==> config.mk <==
export PLATFORM = sky130hd
export DESIGN_NAME = fb_arbiter
export DESIGN_NICKNAME = d
export VERILOG_FILES = /design/src/rtl/fb_arbiter.sv
export SDC_FILE = /design/constraint.sdc
export NUM_CORES = 1
export LEC_CHECK = 0
export ABC_AREA = 1
export CAP_MARGIN = 20
export CORE_AREA = 2 2 102 104
export DETAILED_ROUTE_END_ITERATION = 8
export DIE_AREA = 0 0 104 106
export PLACE_DENSITY = 0.69
export RECOVER_POWER = 50
export SLEW_MARGIN = 10
export SYNTH_ARGS = -nofsm -noshare
export SYNTH_HDL_FRONTEND = slang
export SYNTH_SLANG_ARGS = --single-unit
==> constraint.sdc <==
create_clock -name clk_i -period 4.7 [get_ports clk_i]
set_input_delay 0.705 -clock clk_i [delete_from_list [all_inputs] [get_ports clk_i]]
set_output_delay 0.705 -clock clk_i [all_outputs]
set_load 0.005 [all_outputs]
==> src/rtl/fb_arbiter.sv <==
// fb_arbiter
// Arbitrates one single-port framebuffer RAM between three users:
//   - the display scan-out, which has absolute priority and a fixed
//     two-cycle read latency,
//   - a pixel write port backed by a one-entry write buffer,
//   - a full-screen clear engine that fills every pixel with one colour.
//
// Ports
//   clk_i, reset_i          clock, asynchronous active-low reset
//   disp_v_i/x_i/y_i        display read request (column, row)
//   disp_valid_o/rgb_o      display read result, two cycles after request
//   wr_v_i/ready_o          write handshake
//   wr_x_i/y_i/rgb_i        write pixel position and colour
//   clear_i, clear_rgb_i    one-cycle clear request and fill colour
//   clear_busy_o            clear (including the pre-clear drain) running
//   mem_addr_o/we_o/wdata_o single-port RAM request
//   mem_rdata_i             RAM read data, one cycle after the address
module fb_arbiter #(
  parameter int logic_width_p  = 100,
  parameter int logic_height_p = 72,
  parameter int bit_depth_p    = 1,
  parameter int AW             = $clog2(logic_width_p * logic_height_p),
  localparam int XW = (logic_width_p  > 1) ? $clog2(logic_width_p)  : 1,
  localparam int YW = (logic_height_p > 1) ? $clog2(logic_height_p) : 1,
  localparam int CW = 3 * bit_depth_p
) (
  input  logic          clk_i,
  input  logic          reset_i,
  input  logic          disp_v_i,
  input  logic [XW-1:0] disp_x_i,
  input  logic [YW-1:0] disp_y_i,
  output logic          disp_valid_o,
  output logic [CW-1:0] disp_rgb_o,
  input  logic          wr_v_i,
  output logic          wr_ready_o,
  input  logic [XW-1:0] wr_x_i,
  input  logic [YW-1:0] wr_y_i,
  input  logic [CW-1:0] wr_rgb_i,
  input  logic          clear_i,
  input  logic [CW-1:0] clear_rgb_i,
  output logic          clear_busy_o,
  output logic [AW-1:0] mem_addr_o,
  output logic          mem_we_o,
  output logic [CW-1:0] mem_wdata_o,
  input  logic [CW-1:0] mem_rdata_i
);

  localparam int unsigned   PIXELS     = logic_width_p * logic_height_p;
  localparam logic [AW-1:0] LAST_ADDR  = AW'(PIXELS - 1);
  localparam logic [AW-1:0] ROW_STRIDE = AW'(logic_width_p);
  localparam logic [XW:0]   X_LIMIT    = (XW + 1)'(logic_width_p);
  localparam logic [YW:0]   Y_LIMIT    = (YW + 1)'(logic_height_p);

  typedef enum logic [1:0] {
    IDLE  = 2'd0,
    DRAIN = 2'd1,
    CLEAR = 2'd2
  } state_t;

  state_t        state;
  logic          clear_busy_q;
  logic          buf_full;
  logic [AW-1:0] buf_addr;
  logic [CW-1:0] buf_rgb;
  logic [AW-1:0] clr_cnt;
  logic [CW-1:0] clr_rgb;
  logic [AW-1:0] last_addr;
  logic          disp_v_d1;

  logic [AW-1:0] disp_addr;
  logic [AW-1:0] wr_addr;
  logic          wr_in_range;
  logic          ready_int;
  logic          wr_hs;
  logic          drain_go;
  logic          clear_go;
  logic [AW-1:0] acc_addr;
  logic          acc_we;
  logic [CW-1:0] acc_wdata;

  // Coordinates are widened to AW bits before the multiply so the linear
  // address never truncates.
  assign disp_addr   = AW'(disp_y_i) * ROW_STRIDE + AW'(disp_x_i);
  assign wr_addr     = AW'(wr_y_i) * ROW_STRIDE + AW'(wr_x_i);
  assign wr_in_range = ({1'b0, wr_x_i} < X_LIMIT) && ({1'b0, wr_y_i} < Y_LIMIT);

  // The buffer is only ever full in IDLE or DRAIN, so draining needs no
  // state qualifier; the clear engine uses the RAM only when the display
  // leaves it free.
  assign ready_int = !buf_full && (state == IDLE);
  assign wr_hs     = wr_v_i && ready_int;
  assign drain_go  = buf_full && !disp_v_i;
  assign clear_go  = (state == CLEAR) && !disp_v_i;

  // RAM port mux: display first, then buffered write, then clear fill.
  // With no access the address holds its last value.
  always_comb begin
    acc_addr  = last_addr;
    acc_we    = 1'b0;
    acc_wdata = buf_rgb;
    if (disp_v_i) begin
      acc_addr = disp_addr;
    end else if (drain_go) begin
      acc_addr  = buf_addr;
      acc_we    = 1'b1;
      acc_wdata = buf_rgb;
    end else if (clear_go) begin
      acc_addr  = clr_cnt;
      acc_we    = 1'b1;
      acc_wdata = clr_rgb;
    end
  end

  // Outputs are forced to zero while reset is held; the internal versions
  // stay reset-free so no flop data path depends on the reset net.
  assign mem_addr_o   = reset_i ? acc_addr  : '0;
  assign mem_wdata_o  = reset_i ? acc_wdata : '0;
  assign mem_we_o     = reset_i && acc_we;
  assign wr_ready_o   = reset_i && ready_int;
  assign clear_busy_o = clear_busy_q;

  // Remembers the address of the last real access for idle cycles.
  always_ff @(posedge clk_i or negedge reset_i) begin
    if (!reset_i) begin
      last_addr <= '0;
    end else if (disp_v_i || acc_we) begin
      last_addr <= acc_addr;
    end
  end

  // Display return path: the RAM answers one cycle after the address and
  // that answer is registered once more, giving the two-cycle latency.
  always_ff @(posedge clk_i or negedge reset_i) begin
    if (!reset_i) begin
      disp_v_d1    <= 1'b0;
      disp_valid_o <= 1'b0;
      disp_rgb_o   <= '0;
    end else begin
      disp_v_d1    <= disp_v_i;
      disp_valid_o <= disp_v_d1;
      if (disp_v_d1) begin
        disp_rgb_o <= mem_rdata_i;
      end
    end
  end

  // Control FSM with the write buffer and clear counter. A clear must not
  // overtake a write the user already saw accepted, so a pending (or
  // simultaneously accepted) write sends the FSM through DRAIN first.
  // Out-of-range writes complete the handshake but never fill the buffer.
  always_ff @(posedge clk_i or negedge reset_i) begin
    if (!reset_i) begin
      state        <= IDLE;
      clear_busy_q <= 1'b0;
      buf_full     <= 1'b0;
      buf_addr     <= '0;
      buf_rgb      <= '0;
      clr_cnt      <= '0;
      clr_rgb      <= '0;
    end else begin
      if (drain_go) begin
        buf_full <= 1'b0;
      end
      if (wr_hs && wr_in_range) begin
        buf_full <= 1'b1;
        buf_addr <= wr_addr;
        buf_rgb  <= wr_rgb_i;
      end

      case (state)
        IDLE: begin
          if (clear_i) begin
            clr_rgb      <= clear_rgb_i;
            clr_cnt      <= '0;
            clear_busy_q <= 1'b1;
            if ((buf_full && !drain_go) || wr_hs) begin
              state <= DRAIN;
            end else begin
              state <= CLEAR;
            end
          end
        end
        DRAIN: begin
          if (!buf_full || drain_go) begin
            state <= CLEAR;
          end
        end
        CLEAR: begin
          if (clear_go) begin
            if (clr_cnt == LAST_ADDR) begin
              state        <= IDLE;
              clr_cnt      <= '0;
              clear_busy_q <= 1'b0;
            end else begin
              clr_cnt <= clr_cnt + AW'(1);
            end
          end
        end
        default: begin
          state        <= IDLE;
          clear_busy_q <= 1'b0;
        end
      endcase
    end
  end

endmodule

==> results of run 1 <==
-- worst min path at each step --
stage | startpoint | end | slack (ps) | depth (start not counted)
3_5_place_dp | disp_v_d1 | disp_valid_o | 450 | 0
5_1_grt | disp_v_d1 | disp_valid_o | 480 | 0
6_report | disp_v_d1 | disp_valid_o | 460 | 0
4_1_cts | disp_v_d1 | disp_valid_o | 470 | 0
2_1_floorplan | reset_i | buf_addr[0] | 410 | 0
3_3_place_gp | disp_v_d1 | disp_valid_o | 450 | 0
-- stage by stage --
stage	utilization, %	hold slack (ps)
global placement	52.11	445.1
global route	53.50	481.1
floorplan	-	409.4
finish	53.50	464.7
detailed placement	52.11	450.6
CTS	53.45	474.2
-- Yosys cell counts (6+ instances only) --
cell,instances,area (um^2)
sky130_fd_sc_hd__a21oi_1,28,140.1
sky130_fd_sc_hd__dfrtp_1,54,1351
sky130_fd_sc_hd__fa_1,6,120.1
sky130_fd_sc_hd__ha_1,59,738.2
sky130_fd_sc_hd__inv_1,76,285.3
sky130_fd_sc_hd__inv_2,6,22.52
sky130_fd_sc_hd__nand2_1,140,525.5
sky130_fd_sc_hd__nand2_2,6,37.54
sky130_fd_sc_hd__nand3_1,38,190.2
sky130_fd_sc_hd__nand4_1,6,37.54
sky130_fd_sc_hd__nor2_1,38,142.6
sky130_fd_sc_hd__nor3_1,8,40.04
sky130_fd_sc_hd__o21ai_0,25,125.1
sky130_fd_sc_hd__xnor2_1,6,52.55
sky130_fd_sc_hd__xor2_1,11,96.34
-- per-layer routing --
metal	wire length, um	vias up	global-route usage [%]
li1	-	2017	-
met1	4563	1799	23.72
met2	5010	63	34.77
met3	382	9	2.636
met4	82	0	3.571
met5	0	-	0
-- cells by family (layout without fill, tap and decap cells) --
| logic type | count (synthesis) | count (layout) | share of synthesized area (%) |
|---|---|---|---|
| compound gates | 77 | 77 | 10.35 |
| xor+xnor | 17 | 17 | 3.394 |
| fa+ha+maj | 65 | 65 | 19.57 |
| buf+inv | 91 | 166 | 8.614 |
| flops | 54 | 54 | 30.80 |
| mux | 3 | 3 | 0.7701 |
| simple gates | 259 | 259 | 26.50 |
-- flip-flops by register name, summed over array words and instances (netlist names) --
signal,count
disp_rgb_o,3
clear_busy_o,1
clr_cnt,13
clr_rgb,3
buf_rgb,3
disp_v_d1,1
last_addr,13
buf_addr,13
state,2
disp_valid_o,1
buf_full,1
-- power by group --
group          total [uW]  switching (uW)  internal, uW
Sequential            578            49.7           528
Combinational         670             375           295
Clock                 323             161           162
-- layout make-up --
| class | count | area (um^2) | area share, % |
|---|---|---|---|
| Timing Repair Buffer | 75 | 719.4 | 13.45 |
| Sequential cell | 54 | 1351 | 25.26 |
| Clock buffer | 5 | 68.82 | 1.286 |
| Inverter | 83 | 314.1 | 5.870 |
| Clock inverter | 3 | 47.55 | 0.8887 |
| Multi-Input combinational cell | 421 | 2679 | 50.07 |
| Tap cell | 136 | 170.2 | 3.181 |
-- what timing repair did --
item	CTS	global route
setup endpoints to repair	4	3
cloned	0	0
pin swaps	4	1
gates resized for setup	7	7
==> reports/qor.log, run 1 <==
INFO  routing        drcViolationCount=0
INFO  floorplanning  ioPinCount=65
INFO  placed_design  place.port_buffers=64
INFO  placed_design  detailed_place.area=0.005211mm^2
INFO  flow_run       drv.max_cap_violation_count=0
INFO  grt            grt_pass1_vias=3,811
INFO  setup_path     timing.critical_path.slowest_stage_cell=sky130_fd_sc_hd__clkdlybuf4s50_1
INFO  sta            rsz0062_at_grt=false
INFO  routing        dr_total_vias=3,888
INFO  synthesis      yosysWarnings=0
INFO  cts            post_cts_buffers=0
INFO  floorplanning  die-width=104um
INFO  synthesis      avg_synthesized_cell_area=7.750um^2
INFO  floorplanning  floorplan.rows=37
INFO  cts            clockBufferDepth=2
INFO  grt            grt-ovfl-total=0
INFO  routing        drt-wirelength-per-cell=12.92um
INFO  synthesis      syn-num-nets=673
INFO  setup_path     worst-endpoint-arrival=3850ps
INFO  cts            ctsRootBufferMaster=sky130_fd_sc_hd__clkbuf_8
INFO  synthesis      asyncSetResetFlopFracSynth=100.0%
INFO  grt            antenna_found_initial=0
INFO  sta            tightestPinTransition=721.9ps
INFO  cts            cts_hold_buf=0
INFO  pwr            ir_drop_worst_case_vdd=0.0001664V
INFO  cts            cts_max_level=2
INFO  run_status     status=finished, final reports clean
INFO  setup_path     endpoint_kind=output pin
INFO  setup_path     regToRegEndpoint=buf_addr[5]
INFO  cts            cts_made_buffers=5
INFO  sta            timing.final.setup_violations=0
INFO  sta            timing.setup.tns=0ps
INFO  sta            final_max_slew_viol_count=0
INFO  sta            clock_skew=9.968ps
INFO  synthesis      yosys_most_used_dff=sky130_fd_sc_hd__dfrtp_1
INFO  hold_path      hp-class=flop to flop
INFO  layout         most-common-layout-cells=sky130_fd_sc_hd__nand2_1 (140), sky130_fd_sc_hd__inv_1 (77), sky130_fd_sc_hd__ha_1 (58)
INFO  layout         postLayoutCellArea=0.005350mm^2
INFO  placed_design  placedCellCount=769
INFO  pwr            leakagePower=0.002742uW
INFO  sta            setup_slack=141.4ps
INFO  pwr            pwr_density_cell=293.6mW/mm^2
INFO  grt            wire_length_of_the_first_global_routing_pass=17.24mm
INFO  setup_path     slowest_delay=550ps
INFO  setup_path     worst_setup_path_startpoint=disp_y_i[1]
INFO  setup_path     cp.required=3990ps
INFO  setup_path     critPathMaxFanout=3
INFO  sta            max_slew_margin=51.76%
INFO  routing        drt_first_iter_violations=125
INFO  cts            cts_num_sinks=54
INFO  synthesis      yosysUniqueCellTypes=43
INFO  cts            tritoncts=built
INFO  setup_path     buffer_and_inverter_count_on_the_worst_path=5
INFO  pwr            post-layout-total-power=1571uW
INFO  synthesis      netlist_area=0.004387mm^2
INFO  synthesis      post_synth_inst_count=566
INFO  sta            report.final.hold_viol_count=0
INFO  synthesis      share_of_the_yosys_chip_area_belonging_to_registers=30.80%
INFO  placed_design  detailedPlacementHpwl=8.194mm
INFO  sta            fin_crit_sh=96.99%
INFO  setup_path     worst-r2r-cell-count=7
INFO  synthesis      edff_count_synth=0
INFO  layout         syn_to_final_growth=21.96%
INFO  floorplanning  core_area=0.01000mm^2
INFO  placed_design  placement.setup.worst_slack=-191.7ps
INFO  setup_path     series_of_cell_instances_along_the_critical_path=clkdlybuf4s50_1, ha_1, ha_1, ha_1, inv_1, fa_1, buf_4, inv_1, nand3_1, nand3_1, nor3b_1, clkdlybuf4s50_1
INFO  floorplanning  start_util=43.87%
INFO  grt            globalRouteTotalUtil=18.88%
INFO  grt            grt_start_max_net_pins=60
INFO  routing        totalWireLength=10.04mm
INFO  layout         mostFrequentLayoutCell=sky130_fd_sc_hd__nand2_1
INFO  floorplanning  dieArea=0.01102mm^2
INFO  setup_path     regToRegSetupSlack=2340ps
INFO  floorplanning  die_h=106um
INFO  cts            clk_transition_reported_paths=100ps
INFO  layout         filler_cell_count=972
INFO  layout         post_layout_net_count=747
INFO  setup_path     critPathTopFamily=adder cells
INFO  setup_path     path_common_cell=sky130_fd_sc_hd__ha_1
INFO  setup_path     worstSetupPathDepth=12
INFO  setup_path     critPathLaunchType=input pin
INFO  sta            fmax=0.2194GHz
INFO  placed_design  globalplace.congestion=0.9216
INFO  routing        drt.antenna.violating_nets=0
INFO  routing        route.detailed.vias_per_inst=5.004
INFO  setup_path     setup.worst_path.end=mem_addr_o[8]
INFO  cts            clk-insertion-delay-late=320ps
INFO  sta            final.min_clock_period=4559ps
INFO  layout         antenna-diode-count=0
INFO  setup_path     timing_worst_setup_path_type=input pin to output pin
INFO  synthesis      ys_ff_latch=54
INFO  layout         layoutNonFillerInstCount=777
INFO  setup_path     worst_r2r_startpoint=buf_full
INFO  layout         post_route_cells_drive_above_1_share=8.268%
INFO  routing        first_pass_iteration_count_of_the_detailed_router=4
Note: power is estimated with default switching activity, not from simulation.
==> inputs of run 2 (changes only) <==
Settings changed: CORE_AREA 2 2 102 104 to 2 2 87 122, DIE_AREA 0 0 104 106 to 0 0 89 124, GPL_ROUTABILITY_DRIVEN set to 0, RECOVER_POWER 50 to unset.
==> reports/qor.log, run 2 (synthesis gave the netlist of run 1 again) <==
INFO  placed_design  detailedPlacementHpwl=8.765mm
INFO  pwr            ir_drop_worst_case_vdd=0.0001602V
INFO  cts            cts_hold_buf=0
INFO  flow_run       drv.max_cap_violation_count=0
INFO  setup_path     cp.required=3990ps
INFO  cts            tritoncts=built
INFO  layout         syn_to_final_growth=26.21%
INFO  routing        drcViolationCount=0
INFO  layout         mostFrequentLayoutCell=sky130_fd_sc_hd__nand2_1
INFO  layout         layoutNonFillerInstCount=783
INFO  floorplanning  start_util=44.31%
INFO  setup_path     worst-endpoint-arrival=3850ps
INFO  sta            timing.final.setup_violations=0
INFO  routing        met3_wirelength=360um
INFO  grt            wire_length_of_the_first_global_routing_pass=18.04mm
INFO  cts            clk-insertion-delay-late=300ps
INFO  setup_path     buffer_and_inverter_count_on_the_worst_path=3
INFO  pwr            pwr_density_cell=314.2mW/mm^2
INFO  layout         antenna-diode-count=0
INFO  grt            antenna_found_initial=0
INFO  layout         most-common-layout-cells=sky130_fd_sc_hd__nand2_1 (136), sky130_fd_sc_hd__inv_1 (76), sky130_fd_sc_hd__clkdlybuf4s50_1 (58)
INFO  grt            grt_start_max_net_pins=29
INFO  hold_path      hp-class=input pin to asynchronous set/reset pin
INFO  sta            rsz0062_at_grt=true
INFO  floorplanning  ioPinCount=65
INFO  floorplanning  die_h=124um
INFO  setup_path     timing_worst_setup_path_type=input pin to output pin
INFO  routing        met2_length=5.650mm
INFO  pwr            leakagePower=0.002810uW
INFO  placed_design  placedCellCount=773
INFO  placed_design  place.port_buffers=64
INFO  routing        dr_total_vias=4,031
INFO  floorplanning  dieArea=0.01104mm^2
INFO  setup_path     worstSetupPathDepth=14
INFO  cts            cts_max_level=2
INFO  setup_path     worst-r2r-cell-count=7
INFO  layout         layout_top_registers=buf_addr: 13 flops, clr_cnt: 13 flops, last_addr: 13 flops
INFO  layout         fin_util=55.93%
INFO  setup_path     critPathLaunchType=input pin
INFO  sta            tightestPinTransition=655.8ps
INFO  sta            max_slew_margin=56.17%
INFO  grt            grt-ovfl-total=0
INFO  cts            cts_num_sinks=54
INFO  setup_path     endpoint_kind=output pin
INFO  setup_path     timing.critical_path.slowest_stage_cell=sky130_fd_sc_hd__clkdlybuf4s50_1
INFO  sta            clock_skew=3.966ps
INFO  cts            clk_transition_reported_paths=70ps
INFO  floorplanning  core_area=0.009899mm^2
INFO  setup_path     series_of_cell_instances_along_the_critical_path=clkdlybuf4s50_1, ha_1, ha_4, fa_1, ha_4, inv_1, nand2_1, nand2_1, nor2_2, nand2_2, o21ai_2, nand2_1, nor2_1, clkdlybuf4s50_1
INFO  grt            globalRouteTotalUtil=20.69%
INFO  routing        drt-wirelength-per-cell=13.60um
INFO  cts            cts_made_buffers=5
INFO  routing        drt.antenna.violating_nets=0
INFO  sta            final.min_clock_period=4550ps
INFO  floorplanning  floorplan.rows=43
INFO  routing        drt_first_iter_violations=183
INFO  sta            final_max_slew_viol_count=0
INFO  routing        detail_route.wirelength.met1=4.374mm
INFO  sta            fin_crit_sh=96.81%
INFO  sta            fmax=0.2198GHz
INFO  layout         post_route_cells_drive_above_1_share=11.73%
INFO  sta            report.final.hold_viol_count=0
INFO  setup_path     critPathTopFamily=adder cells
INFO  routing        first_pass_iteration_count_of_the_detailed_router=4
INFO  floorplanning  die-width=89um
INFO  routing        totalWireLength=10.65mm
INFO  routing        route.detailed.vias_per_inst=5.148
INFO  cts            ctsRootBufferMaster=sky130_fd_sc_hd__clkbuf_16
INFO  run_status     status=finished, final reports clean
INFO  layout         post_layout_net_count=754
INFO  setup_path     path_common_cell=sky130_fd_sc_hd__nand2_1
INFO  cts            clockBufferDepth=2
INFO  setup_path     slowest_delay=510ps
INFO  setup_path     critPathMaxFanout=5
INFO  routing        topRoutingLayerUsed=met4
INFO  grt            grt_pass1_vias=4,074
==> run 2: per-layer routing <==
layer	track usage, %	up-vias
met2	38.76	94
met5	0	-
met3	2.717	21
li1	-	2028
met1	23.68	1888
met4	6.996	0
==> run 2: final cells by class <==
type	instances	area, um^2
fillers	960	4363
multi-input cells	421	2753
flip-flops and latches	54	1351
repair buffers	82	772.0
inverters	83	314.1
well taps	135	168.9
clock buffers	6	138.9
clock inverters	2	38.79
==> run 2: power breakdown <==
part           leakage, uW  switching, uW  internal (uW)
clock network    0.0000875            169            268
registers         0.000686           53.2            529
logic              0.00204            399            321
total              0.00281            621           1120
==> run 2: worst register-to-register path, cell delays in order (launching register included) <==
cell                       delay (ps)
sky130_fd_sc_hd__dfrtp_1          530
sky130_fd_sc_hd__inv_1            190
sky130_fd_sc_hd__nand3_1          200
sky130_fd_sc_hd__a211oi_1         240
sky130_fd_sc_hd__nand2_1          440
sky130_fd_sc_hd__inv_2            360
sky130_fd_sc_hd__nand2_1           70
sky130_fd_sc_hd__o21ai_0          140
==> run 2: path summary, 6_finish.rpt <==
kind	from	to	slack [ps]
max	disp_y_i[2]	mem_addr_o[9]	150
min	reset_i	last_addr[6]	350
max reg2reg	buf_full	buf_addr[6]	2440
min reg2reg	disp_v_d1	disp_valid_o	470
max in group asynchronous	reset_i	last_addr[10]	3620
min in group clk_i	disp_v_d1	disp_valid_o	470
==> run 2: metrics by stage <==
step           instance area, um^2  power, uW  setup TNS [ps]  hold WS, ps  setup slack [ps]
3_5_place_dp                  5248       1266          -710.0        457.9            -225.2
6_report                      5537       1740               0        352.3             149.8
5_1_grt                       5537       1875          -63.00        379.5            -63.00
4_1_cts                       5468       1725               0        364.7             24.41
3_3_place_gp                  5248       1245          -583.3        447.9            -206.8
2_1_floorplan                 4387       1020               0        409.4              1033
==> run 2: what timing repair did <==
item | CTS | global route
buffers inserted | 1 | 1
resized for setup | 13 | 15
pin swaps | 4 | 4
setup endpoints to repair | 5 | 6
==> inputs of run 3 (changes only) <==
Settings changed: CTS_CLUSTER_DIAMETER set to 60, GPL_TIMING_DRIVEN set to 0.
==> reports/qor.log, run 3 (synthesis gave the netlist of run 1 again) <==
INFO  run_status     status=finished, final reports clean
INFO  routing        drt_first_iter_violations=225
INFO  cts            ctsRootBufferMaster=sky130_fd_sc_hd__clkbuf_16
INFO  setup_path     critPathMaxFanout=5
INFO  grt            wire_length_of_the_first_global_routing_pass=17.17mm
INFO  setup_path     cp.required=3990ps
INFO  cts            cts_hold_buf=0
INFO  layout         layoutNonFillerInstCount=774
INFO  routing        met3_wirelength=367um
INFO  cts            clk-insertion-delay-late=290ps
INFO  routing        detail_route.wirelength.met1=4.292mm
INFO  layout         antenna-diode-count=0
INFO  layout         post_layout_net_count=745
INFO  placed_design  placedCellCount=766
INFO  routing        dr_total_vias=3,941
INFO  sta            fmax=0.2220GHz
INFO  placed_design  place.port_buffers=64
INFO  pwr            leakagePower=0.002763uW
INFO  layout         register_area=0.001351mm^2
INFO  routing        first_pass_iteration_count_of_the_detailed_router=4
INFO  placed_design  detailedPlacementHpwl=8.534mm
INFO  cts            cts_max_level=2
INFO  grt            globalRouteTotalUtil=19.42%
INFO  setup_path     timing_worst_setup_path_type=input pin to output pin
INFO  sta            max_slew_margin=61.70%
INFO  cts            cts_num_sinks=54
INFO  setup_path     worst_r2r_startpoint=clr_cnt[0]
INFO  routing        drt-wirelength-per-cell=13.22um
INFO  floorplanning  floorplan.rows=43
INFO  sta            timing.setup.tns=0ps
INFO  setup_path     regToRegEndpoint=clr_cnt[7]
INFO  layout         filler_cell_count=965
INFO  layout         layout_top_registers=buf_addr: 13 flops, clr_cnt: 13 flops, last_addr: 13 flops
INFO  floorplanning  dieArea=0.01104mm^2
INFO  sta            final_max_slew_viol_count=0
INFO  placed_design  detailed_place.area=0.005211mm^2
INFO  floorplanning  ioPinCount=65
INFO  sta            tightestPinTransition=574.5ps
INFO  layout         syn_to_final_growth=23.30%
INFO  hold_path      hp-class=input pin to asynchronous set/reset pin
INFO  layout         post_route_cells_drive_above_1_share=8.764%
INFO  cts            clk_transition_reported_paths=60ps
INFO  routing        route.detailed.vias_per_inst=5.092
INFO  cts            clockBufferDepth=2
INFO  setup_path     endpoint_kind=output pin
INFO  pwr            post-layout-total-power=1617uW
INFO  sta            report.final.hold_viol_count=0
INFO  sta            clock_skew=4.511ps
INFO  cts            cts_made_buffers=5
INFO  setup_path     critPathLaunchType=input pin
INFO  grt            grt_pass1_vias=3,887
INFO  floorplanning  core_area=0.009899mm^2
INFO  setup_path     worst-r2r-cell-count=10
INFO  pwr            ir_drop_worst_case_vdd=0.0001429V
INFO  layout         mostFrequentLayoutCell=sky130_fd_sc_hd__nand2_1
INFO  routing        totalWireLength=10.24mm
INFO  setup_path     worst-endpoint-arrival=3800ps
INFO  sta            timing.final.setup_violations=0
INFO  cts            tritoncts=built
INFO  pwr            pwr_density_cell=298.9mW/mm^2
INFO  grt            grt_start_max_net_pins=37
INFO  cts            post_cts_buffers=0
INFO  sta            final.min_clock_period=4505ps
INFO  routing        drt.antenna.violating_nets=0
INFO  layout         most-common-layout-cells=sky130_fd_sc_hd__nand2_1 (140), sky130_fd_sc_hd__inv_1 (76), sky130_fd_sc_hd__ha_1 (57)
INFO  grt            grt-ovfl-total=0
INFO  flow_run       drv.max_cap_violation_count=0
INFO  layout         multi_input_gate_area_in_the_final_layout=0.002705mm^2
INFO  floorplanning  start_util=44.31%
INFO  layout         postLayoutCellArea=0.005409mm^2
INFO  routing        met2_length=5.427mm
INFO  sta            rsz0062_at_grt=false
INFO  routing        topRoutingLayerUsed=met4
INFO  routing        drcViolationCount=0
INFO  sta            hold_slack=405.9ps
INFO  floorplanning  die_h=124um
INFO  setup_path     regToRegSetupSlack=2920ps
INFO  floorplanning  die-width=89um
INFO  sta            fin_crit_sh=95.86%
INFO  grt            antenna_found_initial=0
==> run 3: cell types whose count changed in the layout (fill, tap and decap cells not counted), moves of 3 or more <==
cell                      previous run  this run
sky130_fd_sc_hd__buf_4              18         2
sky130_fd_sc_hd__nand2_1           136       140
sky130_fd_sc_hd__nand2_2            10         6
sky130_fd_sc_hd__a21oi_1            22        25
sky130_fd_sc_hd__a21oi_2             6         3
==> run 3: critical path: stages <==
cell	delay, ps
sky130_fd_sc_hd__dlygate4sd2_1	280
sky130_fd_sc_hd__ha_1	310
sky130_fd_sc_hd__ha_1	310
sky130_fd_sc_hd__fa_1	510
sky130_fd_sc_hd__ha_4	310
sky130_fd_sc_hd__inv_1	60
sky130_fd_sc_hd__nand2_1	50
sky130_fd_sc_hd__nand2_1	90
sky130_fd_sc_hd__nor2_2	150
sky130_fd_sc_hd__nand2_1	120
sky130_fd_sc_hd__o21ai_1	180
sky130_fd_sc_hd__nand2_1	100
sky130_fd_sc_hd__nor2_2	110
sky130_fd_sc_hd__clkdlybuf4s50_1	510
==> run 3: power breakdown <==
group	leakage (uW)	internal, uW	switching, uW
logic	0.00200	285	381
registers	0.000686	529	54.5
clock network	0.0000739	211	155
total	0.00276	1030	591
==> run 3: what timing repair did <==
item / 4_1_cts / 5_1_grt
endpoints found under the setup margin: 5 / 4
pin swaps: 2 / 3
resized for setup: 11 / 9
==> run 3: area by class of cell <==
cell class | count | area share (%)
buffer | 8 | 1.180
inverter | 83 | 5.806
timing repair buffer | 65 | 12.17
sequential | 54 | 24.98
clock inverter | 1 | 0.09253
clock buffer | 7 | 2.637
tap | 135 | 3.123
multi-input combinational | 421 | 50.01
==> run 3: how the worst max path moves through the flow <==
| stage | start | end | slack (ps) | depth (start not counted) |
|---|---|---|---|---|
| 4_1_cts | disp_y_i[4] | mem_addr_o[10] | 2 | 15 |
| 3_5_place_dp | disp_y_i[2] | mem_addr_o[12] | -350 | 16 |
| 3_3_place_gp | reset_i | mem_addr_o[1] | -670 | 5 |
| 5_1_grt | disp_y_i[2] | mem_addr_o[9] | 3 | 14 |
| 2_1_floorplan | disp_y_i[2] | mem_addr_o[12] | 1030 | 14 |
| 6_report | disp_y_i[2] | mem_addr_o[9] | 190 | 14 |
==> run 3: routing by layer <==
metal | up-vias | GRT usage [%]
met3 | 9 | 2.054
li1 | 2003 | -
met2 | 91 | 36.75
met4 | 0 | 5.224
met5 | - | 0
met1 | 1838 | 22.81
==> run 3: stage by stage <==
step	utilization [%]	setup slack [ps]
after floorplan	-	1033
after global placement	52.49	-668.3
after detailed placement	52.64	-348.5
after CTS	54.41	1.819
after global routing	54.64	3.354
final	54.64	194.7
